--- src/rtl/l1_sdram_arbiter_pkg.sv ---
// Shared definitions for the L1I/L1D SDRAM arbiter: FSM encoding, port IDs,
// width defaults and the round-robin grant helper.
package l1_sdram_arbiter_pkg;

    localparam int DEF_ADDR_W = 27;
    localparam int DEF_DATA_W = 32;

    localparam logic [1:0] ST_IDLE  = 2'd0;
    localparam logic [1:0] ST_ISSUE = 2'd1;
    localparam logic [1:0] ST_WAIT  = 2'd2;

    localparam logic PORT_I = 1'b0;
    localparam logic PORT_D = 1'b1;

    // A lone requester wins; on a tie the port that was not granted last wins.
    function automatic logic next_grant(input logic i_pend, input logic d_pend,
                                        input logic last_grant);
        if (i_pend && d_pend)
            return (last_grant == PORT_I) ? PORT_D : PORT_I;
        else if (i_pend)
            return PORT_I;
        else
            return PORT_D;
    endfunction

endpackage

--- src/rtl/l1_sdram_arbiter_req_latch.sv ---
// One-deep request latch for a single L1 port. The pending flag stays set while
// the request is queued or in flight, so ready is simply "alive and not pending".
module arb_req_latch #(
    parameter int AW = 27,
    parameter int DW = 32
) (
    input  logic          clk100,
    input  logic          reset,
    input  logic          i_start,
    input  logic [AW-1:0] i_addr,
    input  logic [DW-1:0] i_data,
    input  logic          i_we,
    input  logic          i_clear,
    output logic          o_pending,
    output logic          o_ready,
    output logic [AW-1:0] o_addr,
    output logic [DW-1:0] o_data,
    output logic          o_we
);

    logic          r_alive;
    logic          r_pending;
    logic [AW-1:0] r_addr;
    logic [DW-1:0] r_data;
    logic          r_we;
    logic          w_ready;

    // r_alive keeps ready low throughout reset and raises it on the first edge after.
    assign w_ready = r_alive && !r_pending;

    always_ff @(posedge clk100) begin
        if (!reset) begin
            r_alive   <= 1'b0;
            r_pending <= 1'b0;
            r_addr    <= '0;
            r_data    <= '0;
            r_we      <= 1'b0;
        end else begin
            r_alive <= 1'b1;
            if (i_clear) begin
                r_pending <= 1'b0;
            end else if (i_start && w_ready) begin
                r_pending <= 1'b1;
                r_addr    <= i_addr;
                r_data    <= i_data;
                r_we      <= i_we;
            end
        end
    end

    assign o_pending = r_pending;
    assign o_ready   = w_ready;
    assign o_addr    = r_addr;
    assign o_data    = r_data;
    assign o_we      = r_we;

endmodule

--- src/rtl/l1_sdram_arbiter.sv ---
// Round-robin arbiter sharing one SDRAM controller between L1I (read-only) and
// L1D. Valid/ready: a start pulse is accepted only when that port's ready is high.
module l1_sdram_arbiter
    import l1_sdram_arbiter_pkg::*;
#(
    parameter int ADDR_W = DEF_ADDR_W,
    parameter int DATA_W = DEF_DATA_W
) (
    input  logic              clk100,
    input  logic              reset,
    input  logic [ADDR_W-1:0] i_addr,
    input  logic              i_start,
    output logic [DATA_W-1:0] i_q,
    output logic              i_done,
    output logic              i_ready,
    input  logic [ADDR_W-1:0] d_addr,
    input  logic [DATA_W-1:0] d_data,
    input  logic              d_we,
    input  logic              d_start,
    output logic [DATA_W-1:0] d_q,
    output logic              d_done,
    output logic              d_ready,
    output logic [ADDR_W-1:0] sdc_addr,
    output logic [DATA_W-1:0] sdc_data,
    output logic              sdc_we,
    output logic              sdc_start,
    input  logic [DATA_W-1:0] sdc_q,
    input  logic              sdc_done,
    input  logic              sdc_ready,
    output logic [1:0]        o_dbg_state
);

    logic [1:0]        r_state;
    logic              r_grant;
    logic              r_last_grant;
    logic [ADDR_W-1:0] r_sdc_addr;
    logic [DATA_W-1:0] r_sdc_data;
    logic              r_sdc_we;
    logic              r_sdc_start;
    logic [DATA_W-1:0] r_i_q;
    logic [DATA_W-1:0] r_d_q;
    logic              r_i_done;
    logic              r_d_done;

    logic              w_i_pend;
    logic              w_d_pend;
    logic [ADDR_W-1:0] w_i_addr;
    logic [ADDR_W-1:0] w_d_addr;
    logic [DATA_W-1:0] w_i_data;
    logic [DATA_W-1:0] w_d_data;
    logic              w_i_we;
    logic              w_d_we;
    logic              w_done_hit;
    logic              w_i_clear;
    logic              w_d_clear;
    logic              w_next;

    assign w_done_hit = (r_state == ST_WAIT) && sdc_done;
    assign w_i_clear  = w_done_hit && (r_grant == PORT_I);
    assign w_d_clear  = w_done_hit && (r_grant == PORT_D);
    assign w_next     = next_grant(w_i_pend, w_d_pend, r_last_grant);

    // The I latch has its data/we tied to zero, so an I issue drives sdc_data=0, sdc_we=0.
    arb_req_latch #(.AW(ADDR_W), .DW(DATA_W)) u_i_latch (
        .clk100    (clk100),
        .reset     (reset),
        .i_start   (i_start),
        .i_addr    (i_addr),
        .i_data    ('0),
        .i_we      (1'b0),
        .i_clear   (w_i_clear),
        .o_pending (w_i_pend),
        .o_ready   (i_ready),
        .o_addr    (w_i_addr),
        .o_data    (w_i_data),
        .o_we      (w_i_we)
    );

    arb_req_latch #(.AW(ADDR_W), .DW(DATA_W)) u_d_latch (
        .clk100    (clk100),
        .reset     (reset),
        .i_start   (d_start),
        .i_addr    (d_addr),
        .i_data    (d_data),
        .i_we      (d_we),
        .i_clear   (w_d_clear),
        .o_pending (w_d_pend),
        .o_ready   (d_ready),
        .o_addr    (w_d_addr),
        .o_data    (w_d_data),
        .o_we      (w_d_we)
    );

    always_ff @(posedge clk100) begin
        if (!reset) begin
            r_state      <= ST_IDLE;
            r_grant      <= PORT_D;
            r_last_grant <= PORT_D;
            r_sdc_addr   <= '0;
            r_sdc_data   <= '0;
            r_sdc_we     <= 1'b0;
            r_sdc_start  <= 1'b0;
            r_i_q        <= '0;
            r_d_q        <= '0;
            r_i_done     <= 1'b0;
            r_d_done     <= 1'b0;
        end else begin
            r_sdc_start <= 1'b0;
            r_i_done    <= 1'b0;
            r_d_done    <= 1'b0;
            case (r_state)
                ST_IDLE: begin
                    if ((w_i_pend || w_d_pend) && sdc_ready) begin
                        r_state      <= ST_ISSUE;
                        r_grant      <= w_next;
                        r_last_grant <= w_next;
                        r_sdc_start  <= 1'b1;
                        r_sdc_addr   <= (w_next == PORT_I) ? w_i_addr : w_d_addr;
                        r_sdc_data   <= (w_next == PORT_I) ? w_i_data : w_d_data;
                        r_sdc_we     <= (w_next == PORT_I) ? w_i_we   : w_d_we;
                    end
                end
                ST_ISSUE: begin
                    r_state <= ST_WAIT;
                end
                ST_WAIT: begin
                    if (sdc_done) begin
                        r_state <= ST_IDLE;
                        if (r_grant == PORT_I) begin
                            r_i_q    <= sdc_q;
                            r_i_done <= 1'b1;
                        end else begin
                            r_d_q    <= sdc_q;
                            r_d_done <= 1'b1;
                        end
                    end
                end
                default: begin
                    r_state <= ST_IDLE;
                end
            endcase
        end
    end

    assign sdc_addr    = r_sdc_addr;
    assign sdc_data    = r_sdc_data;
    assign sdc_we      = r_sdc_we;
    assign sdc_start   = r_sdc_start;
    assign i_q         = r_i_q;
    assign d_q         = r_d_q;
    assign i_done      = r_i_done;
    assign d_done      = r_d_done;
    assign o_dbg_state = r_state;

endmodule
--- config.mk ---
export PLATFORM = sky130hd
export DESIGN_NAME = l1_sdram_arbiter
export DESIGN_NICKNAME = d
export VERILOG_FILES = /design/src/rtl/l1_sdram_arbiter_pkg.sv /design/src/rtl/l1_sdram_arbiter_req_latch.sv /design/src/rtl/l1_sdram_arbiter.sv
export SDC_FILE = /design/constraint.sdc
export NUM_CORES = 1
export LEC_CHECK = 0
export ABC_CLOCK_PERIOD_IN_PS = 2700
export BUFFER_PORTS_ARGS = -buffer_cell sky130_fd_sc_hd__buf_2
export CAP_MARGIN = 30
export CORE_UTILIZATION = 45
export DETAILED_ROUTE_END_ITERATION = 8
export PLACE_DENSITY = 0.74
export REMOVE_ABC_BUFFERS = 1
export SKIP_LAST_GASP = 1
export SLEW_MARGIN = 10
export SYNTH_ARGS = -nofsm -noshare
export SYNTH_HDL_FRONTEND = slang
export SYNTH_SLANG_ARGS = --single-unit
--- constraint.sdc ---
create_clock -name clk100 -period 2.7 [get_ports clk100]
set_clock_uncertainty 0.15 [all_clocks]
set_input_delay 0.135 -clock clk100 [delete_from_list [all_inputs] [get_ports clk100]]
set_output_delay 0.135 -clock clk100 [all_outputs]
set_load 0.02 [all_outputs]
======== After elaboration in Yosys (flattened, before gate mapping) ========
Cells that the tools add are included.
storage, ports and cells
  register bits after elaboration ......... 220
  output and inout port bits .............. 131
operators by class
  equal/unequal tests ..................... 4
  mux-type cells .......................... 12
  bitwise logic cells ..................... 4
  reductions and logical operators ........ 23
operators with widths
  cell                                                 count
  2-to-1 mux 32 bit                                    1
  2-to-1 mux 27 bit                                    1
  AND reduction 2 bit                                  5
  logical AND 1 bit                                    9
  AND reduction 3 bit                                  3
  2-to-1 mux 1 bit                                     7
  one-hot mux 2 bit (3 select lines)                   1
  2-to-1 mux 2 bit                                     2
  inequality test 2 bit, second input constant         2
  NOT 1 bit                                            4
  OR reduction 2 bit                                   2
  equality test 2 x 1 -> 1 bit, second input constant  1
  equality test 2 bit, second input constant           1
  zero test 1 bit                                      2
  zero test 2 bit                                      1
  logical OR 1 bit                                     1

======== Depth between registers and ports, before layout ========
  depth in word-level cells ............... 5
  mapped depth ............................ 6

======== Cells and area by module ========
From an unflattened synthesis, not the netlist that was laid out.
second synthesis, totals
  cells, all modules ...................... 1087
  area total of the unflattened synthesis .. 10511.3 µm²
by module, submodules not included
  module            instances  cells an instance  area an instance (µm²)  seq. area each (µm²)
  l1_sdram_arbiter  1          555                5476.5                  2602.5
  arb_req_latch     2          266                2517.4                  1241.2

======== Worst setup path before layout ========
No wires, ideal clock.
  path type ............................... register to register
  start ................................... reg r_state[1], in the netlist o_dbg_state[1]
  end ..................................... reg r_sdc_data[0], in the netlist sdc_data[0]
  setup time .............................. 86 ps
  arrival time ............................ 1657 ps
  data required time ...................... 2464 ps
  slack ................................... 807 ps
  cell stages (with the launch flop) ...... 7
  cell sequence ........................... dfxtp_1 > or3b_1 > buf_2 > or2_1 > buf_6 > buf_6 > o31ai_2
on the way
  longest elaborated chain between the ends .. 2
ends and longest elaborated chain
  element                               RTL line                 text
  from (decl)                           l1_sdram_arbiter.sv:33   logic [1:0] r_state;
  from (signal assigned)                l1_sdram_arbiter.sv:96   r_state <= ST_IDLE;
  from (signal assigned)                l1_sdram_arbiter.sv:114  r_state <= ST_ISSUE;
  from (signal assigned)                l1_sdram_arbiter.sv:124  r_state <= ST_WAIT;
  zero test 2 bit                       l1_sdram_arbiter.sv:111  case (r_state)
  AND reduction 2 bit (no source line)  n/a
  to (signal assigned)                  l1_sdram_arbiter.sv:119  r_sdc_data <= (w_next == PORT_I) ? w_i_data : w_d_data;
  to (decl)                             l1_sdram_arbiter.sv:37   logic [DATA_W-1:0] r_sdc_data;
Every way passes these cells.
A chain may end at the register's enable or synchronous reset.

==> run_summary.xml <==
<?xml version="1.0" encoding="UTF-8"?>
<metrics>
  <group name="sta">
    <metric name="max_slew.worst_pin.slew" unit="ps">728</metric>
    <metric name="timing.slew.headroom" unit="%">51.4</metric>
    <metric name="period_minus_slack" unit="ps">2460</metric>
    <metric name="hold_violations" unit="">0</metric>
    <metric name="final-setup-viol-count" unit="">0</metric>
    <metric name="post_route_clock_period_utilization" unit="%">91.1</metric>
    <metric name="final_max_slew_viol_count" unit="">0</metric>
    <metric name="timing.fmax" unit="GHz">0.407</metric>
    <metric name="layout_setup_ws" unit="ps">241</metric>
    <metric name="grt_setup_unrepaired" unit="">false</metric>
  </group>
  <group name="yosys">
    <metric name="yosys_warnings" unit="">0</metric>
    <metric name="syn_area_per_cell" unit="um^2">9.33</metric>
    <metric name="postSynthCellCount" unit="">910</metric>
    <metric name="post_synth_instance_area" unit="mm^2">0.00849</metric>
    <metric name="yosys.area.top_type" unit="">dfxtp_1</metric>
    <metric name="synthArstFlopShare" unit="%">0</metric>
    <metric name="synth_common_cells" unit="">nand2_1, dfxtp_1, mux2i_1</metric>
    <metric name="library_cell_with_the_highest_instance_count_after_synthesis" unit="">nand2_1</metric>
    <metric name="synth-edff-count" unit="">0</metric>
    <metric name="ys.flop_type" unit="">dfxtp_1</metric>
    <metric name="yosys_register_bits" unit="">220</metric>
    <metric name="yosys-top-cells-area" unit="">dfxtp_1, nand2_1, mux2i_1, o31ai_2, a21oi_1</metric>
    <metric name="synth-seq-area-share" unit="%">51.9</metric>
    <metric name="synth_cell_type_count" unit="">29</metric>
    <metric name="post-synth-top-area-fraction" unit="%">51.9</metric>
  </group>
  <group name="routing">
    <metric name="dr.pass1.iters" unit="">5</metric>
    <metric name="via_count" unit="">8272</metric>
    <metric name="top_signal_layer_used" unit="">met4</metric>
    <metric name="postRouteAntennaNets" unit="">0</metric>
    <metric name="detail_route.vias_per_cell" unit="">5.34</metric>
    <metric name="drt-met1-wl" unit="mm">10.8</metric>
    <metric name="routedWlPerCell" unit="um">17.2</metric>
    <metric name="initialDrtViolationCount" unit="">449</metric>
    <metric name="drc_errors" unit="">0</metric>
    <metric name="detail_route.wirelength" unit="mm">26.7</metric>
    <metric name="met3_length" unit="mm">1.75</metric>
    <metric name="dr_wl_met2" unit="mm">13.2</metric>
  </group>
  <group name="cts">
    <metric name="cts_setup_buffers" unit="">0</metric>
    <metric name="clk_transition_reported_paths" unit="ps">60</metric>
    <metric name="insertion_delay" unit="ps">500</metric>
    <metric name="h_tree_levels" unit="">1</metric>
    <metric name="cts_inserted_buffers" unit="">24</metric>
    <metric name="cts-root-buf" unit="">clkbuf_16</metric>
    <metric name="cts_tree" unit="">done</metric>
    <metric name="cts_hold_repair.buffers" unit="">179</metric>
    <metric name="post_cts_resize_count" unit="">0</metric>
    <metric name="clockBufferDepth" unit="">3</metric>
    <metric name="numClockSinks" unit="">220</metric>
  </group>
  <group name="layout">
    <metric name="layout.cells.non_filler" unit="">1550</metric>
    <metric name="utilization" unit="%">69.2</metric>
    <metric name="number_of_nets_in_the_layout" unit="">1428</metric>
    <metric name="post-route-cell-area" unit="mm^2">0.0126</metric>
    <metric name="fraction_of_final_layout_cells_sized_beyond_drive_strength_1" unit="%">28.6</metric>
    <metric name="antenna-diode-count" unit="">0</metric>
    <metric name="syn2layout_area_growth" unit="%">48.3</metric>
  </group>
  <group name="floorplanning">
    <metric name="start_util" unit="%">46.6</metric>
    <metric name="floorplan.die.height" unit="um">139</metric>
    <metric name="row_count" unit="">49</metric>
    <metric name="floorplan.core_area" unit="mm^2">0.0182</metric>
    <metric name="ioPinCount" unit="">256</metric>
    <metric name="die-area" unit="mm^2">0.0194</metric>
    <metric name="floorplan.die.width" unit="um">139</metric>
  </group>
  <group name="power_and_ir_drop">
    <metric name="report.power.total" unit="mW">7.96</metric>
    <metric name="ir_drop" unit="V">0.000446</metric>
    <metric name="power.density" unit="mW/mm^2">632</metric>
    <metric name="leakagePower" unit="nW">5.39</metric>
  </group>
  <group name="critical_path">
    <metric name="rr_worst_depth" unit="">5</metric>
    <metric name="worst-endpoint-arrival" unit="ps">2750</metric>
    <metric name="reg2reg_slack" unit="ps">240</metric>
    <metric name="crit_path_start" unit="">r_last_grant</metric>
    <metric name="timing_worst_setup_path_type" unit="">reg2reg</metric>
    <metric name="critical_path.startpoint_type" unit="">register</metric>
    <metric name="crit_fanout" unit="">27</metric>
    <metric name="timing.critical_path.required" unit="ps">2990</metric>
    <metric name="endpoint_of_the_worst_register_to_register_path" unit="">u_i_latch.o_addr[1]</metric>
    <metric name="endpoint_of_the_most_critical_setup_path" unit="">u_i_latch.o_addr[1]</metric>
    <metric name="kind_of_capture_point_of_the_worst_setup_path" unit="">register</metric>
    <metric name="worst_r2r_startpoint" unit="">r_last_grant</metric>
  </group>
  <group name="placed_design">
    <metric name="post_dp_cell_area" unit="mm^2">0.00993</metric>
    <metric name="global_placement_routability_congestion" unit="">0.758</metric>
    <metric name="dp_cells" unit="">1327</metric>
    <metric name="dp.final_hpwl" unit="mm">14.2</metric>
    <metric name="io_buffers" unit="">255</metric>
    <metric name="pre_cts_setup_slack" unit="ps">502</metric>
  </group>
  <group name="min_path">
    <metric name="hold_class" unit="">in2reg</metric>
    <metric name="hold_path.startpoint" unit="">d_data[14]</metric>
  </group>
  <group name="global_route">
    <metric name="global_route.overflow_total" unit="">0</metric>
    <metric name="first_global_vias" unit="">8147</metric>
    <metric name="number_of_antenna_violations_at_the_first_check_in_global_routing" unit="">0</metric>
    <metric name="grt.total_usage" unit="%">26.6</metric>
    <metric name="largest_net_degree_at_the_start_of_global_routing" unit="">124</metric>
    <metric name="first_pass_grt_wire_length" unit="mm">41.9</metric>
  </group>
  <group name="outcome">
    <metric name="run_status" unit="">finished clean</metric>
  </group>
  <group name="flow_run">
    <metric name="max_cap_violations" unit="">0</metric>
  </group>
</metrics>
==> stage by stage <==
step	hold WS (ps)	TNS [ps]
floorplan	12.7	-118310
global placement	233	0
detailed placement	239	0
CTS	255	0
global route	283	0
finish	283	0
==> power by group <==
group / switching (mW) / leakage (nW) / internal, mW
Clock: 1.30 / 0.430 / 2.25
Combinational: 0.502 / 3.17 / 0.466
Sequential: 0.0706 / 1.79 / 3.37
==> cells by family after synthesis <==
logic type,synth area share (%)
flops,51.9
simple gates,15.0
buf+inv,4.52
compound gates,18.3
mux,10.4
==> per-layer routing <==
layer / up-vias / GRT usage (%)
met5: - / 0
li1: 3954 / -
met4: 0 / 11.5
met3: 62 / 4.54
met2: 373 / 47.3
met1: 3883 / 31.5
==> worst min-delay path by stage <==
stage	endpoint	cells past startpoint
finish	u_d_latch.o_data[14]	4
floorplan	u_i_latch.r_alive	0
CTS	u_d_latch.o_data[9]	4
global route	u_d_latch.o_data[14]	4
detailed placement	u_d_latch.o_data[9]	3
global placement	u_d_latch.o_addr[17]	3
==> final cells by class <==
type                       instances  area [um^2]
clock inverter                    11          184
multi-input combinational        601         3740
clock buffer                      33          686
timing repair buffer             453         3280
inverter                           3         11.3
sequential                       220         4400
tap                              229          287
fill                            1255         5620
==> flip-flops by register name (all words and copies together), names as in the netlist <==
register,cells
u_i_latch.o_addr,27
r_last_grant,1
u_d_latch.o_we,1
i_q,32
u_d_latch.o_pending,1
u_d_latch.o_data,32
d_q,32
u_i_latch.o_pending,1
sdc_start,1
u_d_latch.o_addr,27
o_dbg_state,2
sdc_addr,27
sdc_we,1
i_done,1
d_done,1
u_i_latch.r_alive,1
sdc_data,32
==> critical path: stages (launching register included) <==
cell and delay (ps):
dfxtp_1 510, nand4bb_1 200, and3_2 180, buf_4 440
mux2i_1 310, dlygate4sd3_1 590
==> placed cells by master (no fill, tap or decap) <==
master / synthesis / final
a21bo_2: 1 / 1
a21oi_1: 66 / 66
a31oi_1: 1 / 1
and3_2: 0 / 1
and3_4: 0 / 1
and4b_1: 1 / 1
buf_12: 0 / 2
buf_16: 0 / 2
buf_2: 13 / 254
buf_4: 1 / 15
buf_6: 4 / 1
bufinv_16: 0 / 5
clkbuf_1: 68 / 5
clkbuf_16: 0 / 25
clkbuf_8: 0 / 3
clkinv_2: 0 / 5
clkinv_4: 0 / 1
dfxtp_1: 220 / 220
dlygate4sd3_1: 0 / 179
inv_1: 2 / 2
inv_2: 1 / 1
mux2i_1: 88 / 88
nand2_1: 302 / 302
nand4b_1: 1 / 1
nand4bb_1: 1 / 1
nor2_1: 8 / 6
nor2_2: 1 / 2
nor2_4: 0 / 1
nor2b_1: 3 / 2
nor2b_2: 0 / 1
nor3_1: 2 / 2
nor4_1: 1 / 1
nor4bb_4: 0 / 1
o211ai_1: 33 / 33
o221a_2: 27 / 27
o31ai_1: 6 / 6
o31ai_2: 27 / 27
o32a_1: 27 / 27
or2_2: 0 / 1
or3b_2: 0 / 1
Power figures use the tool's default switching activity.
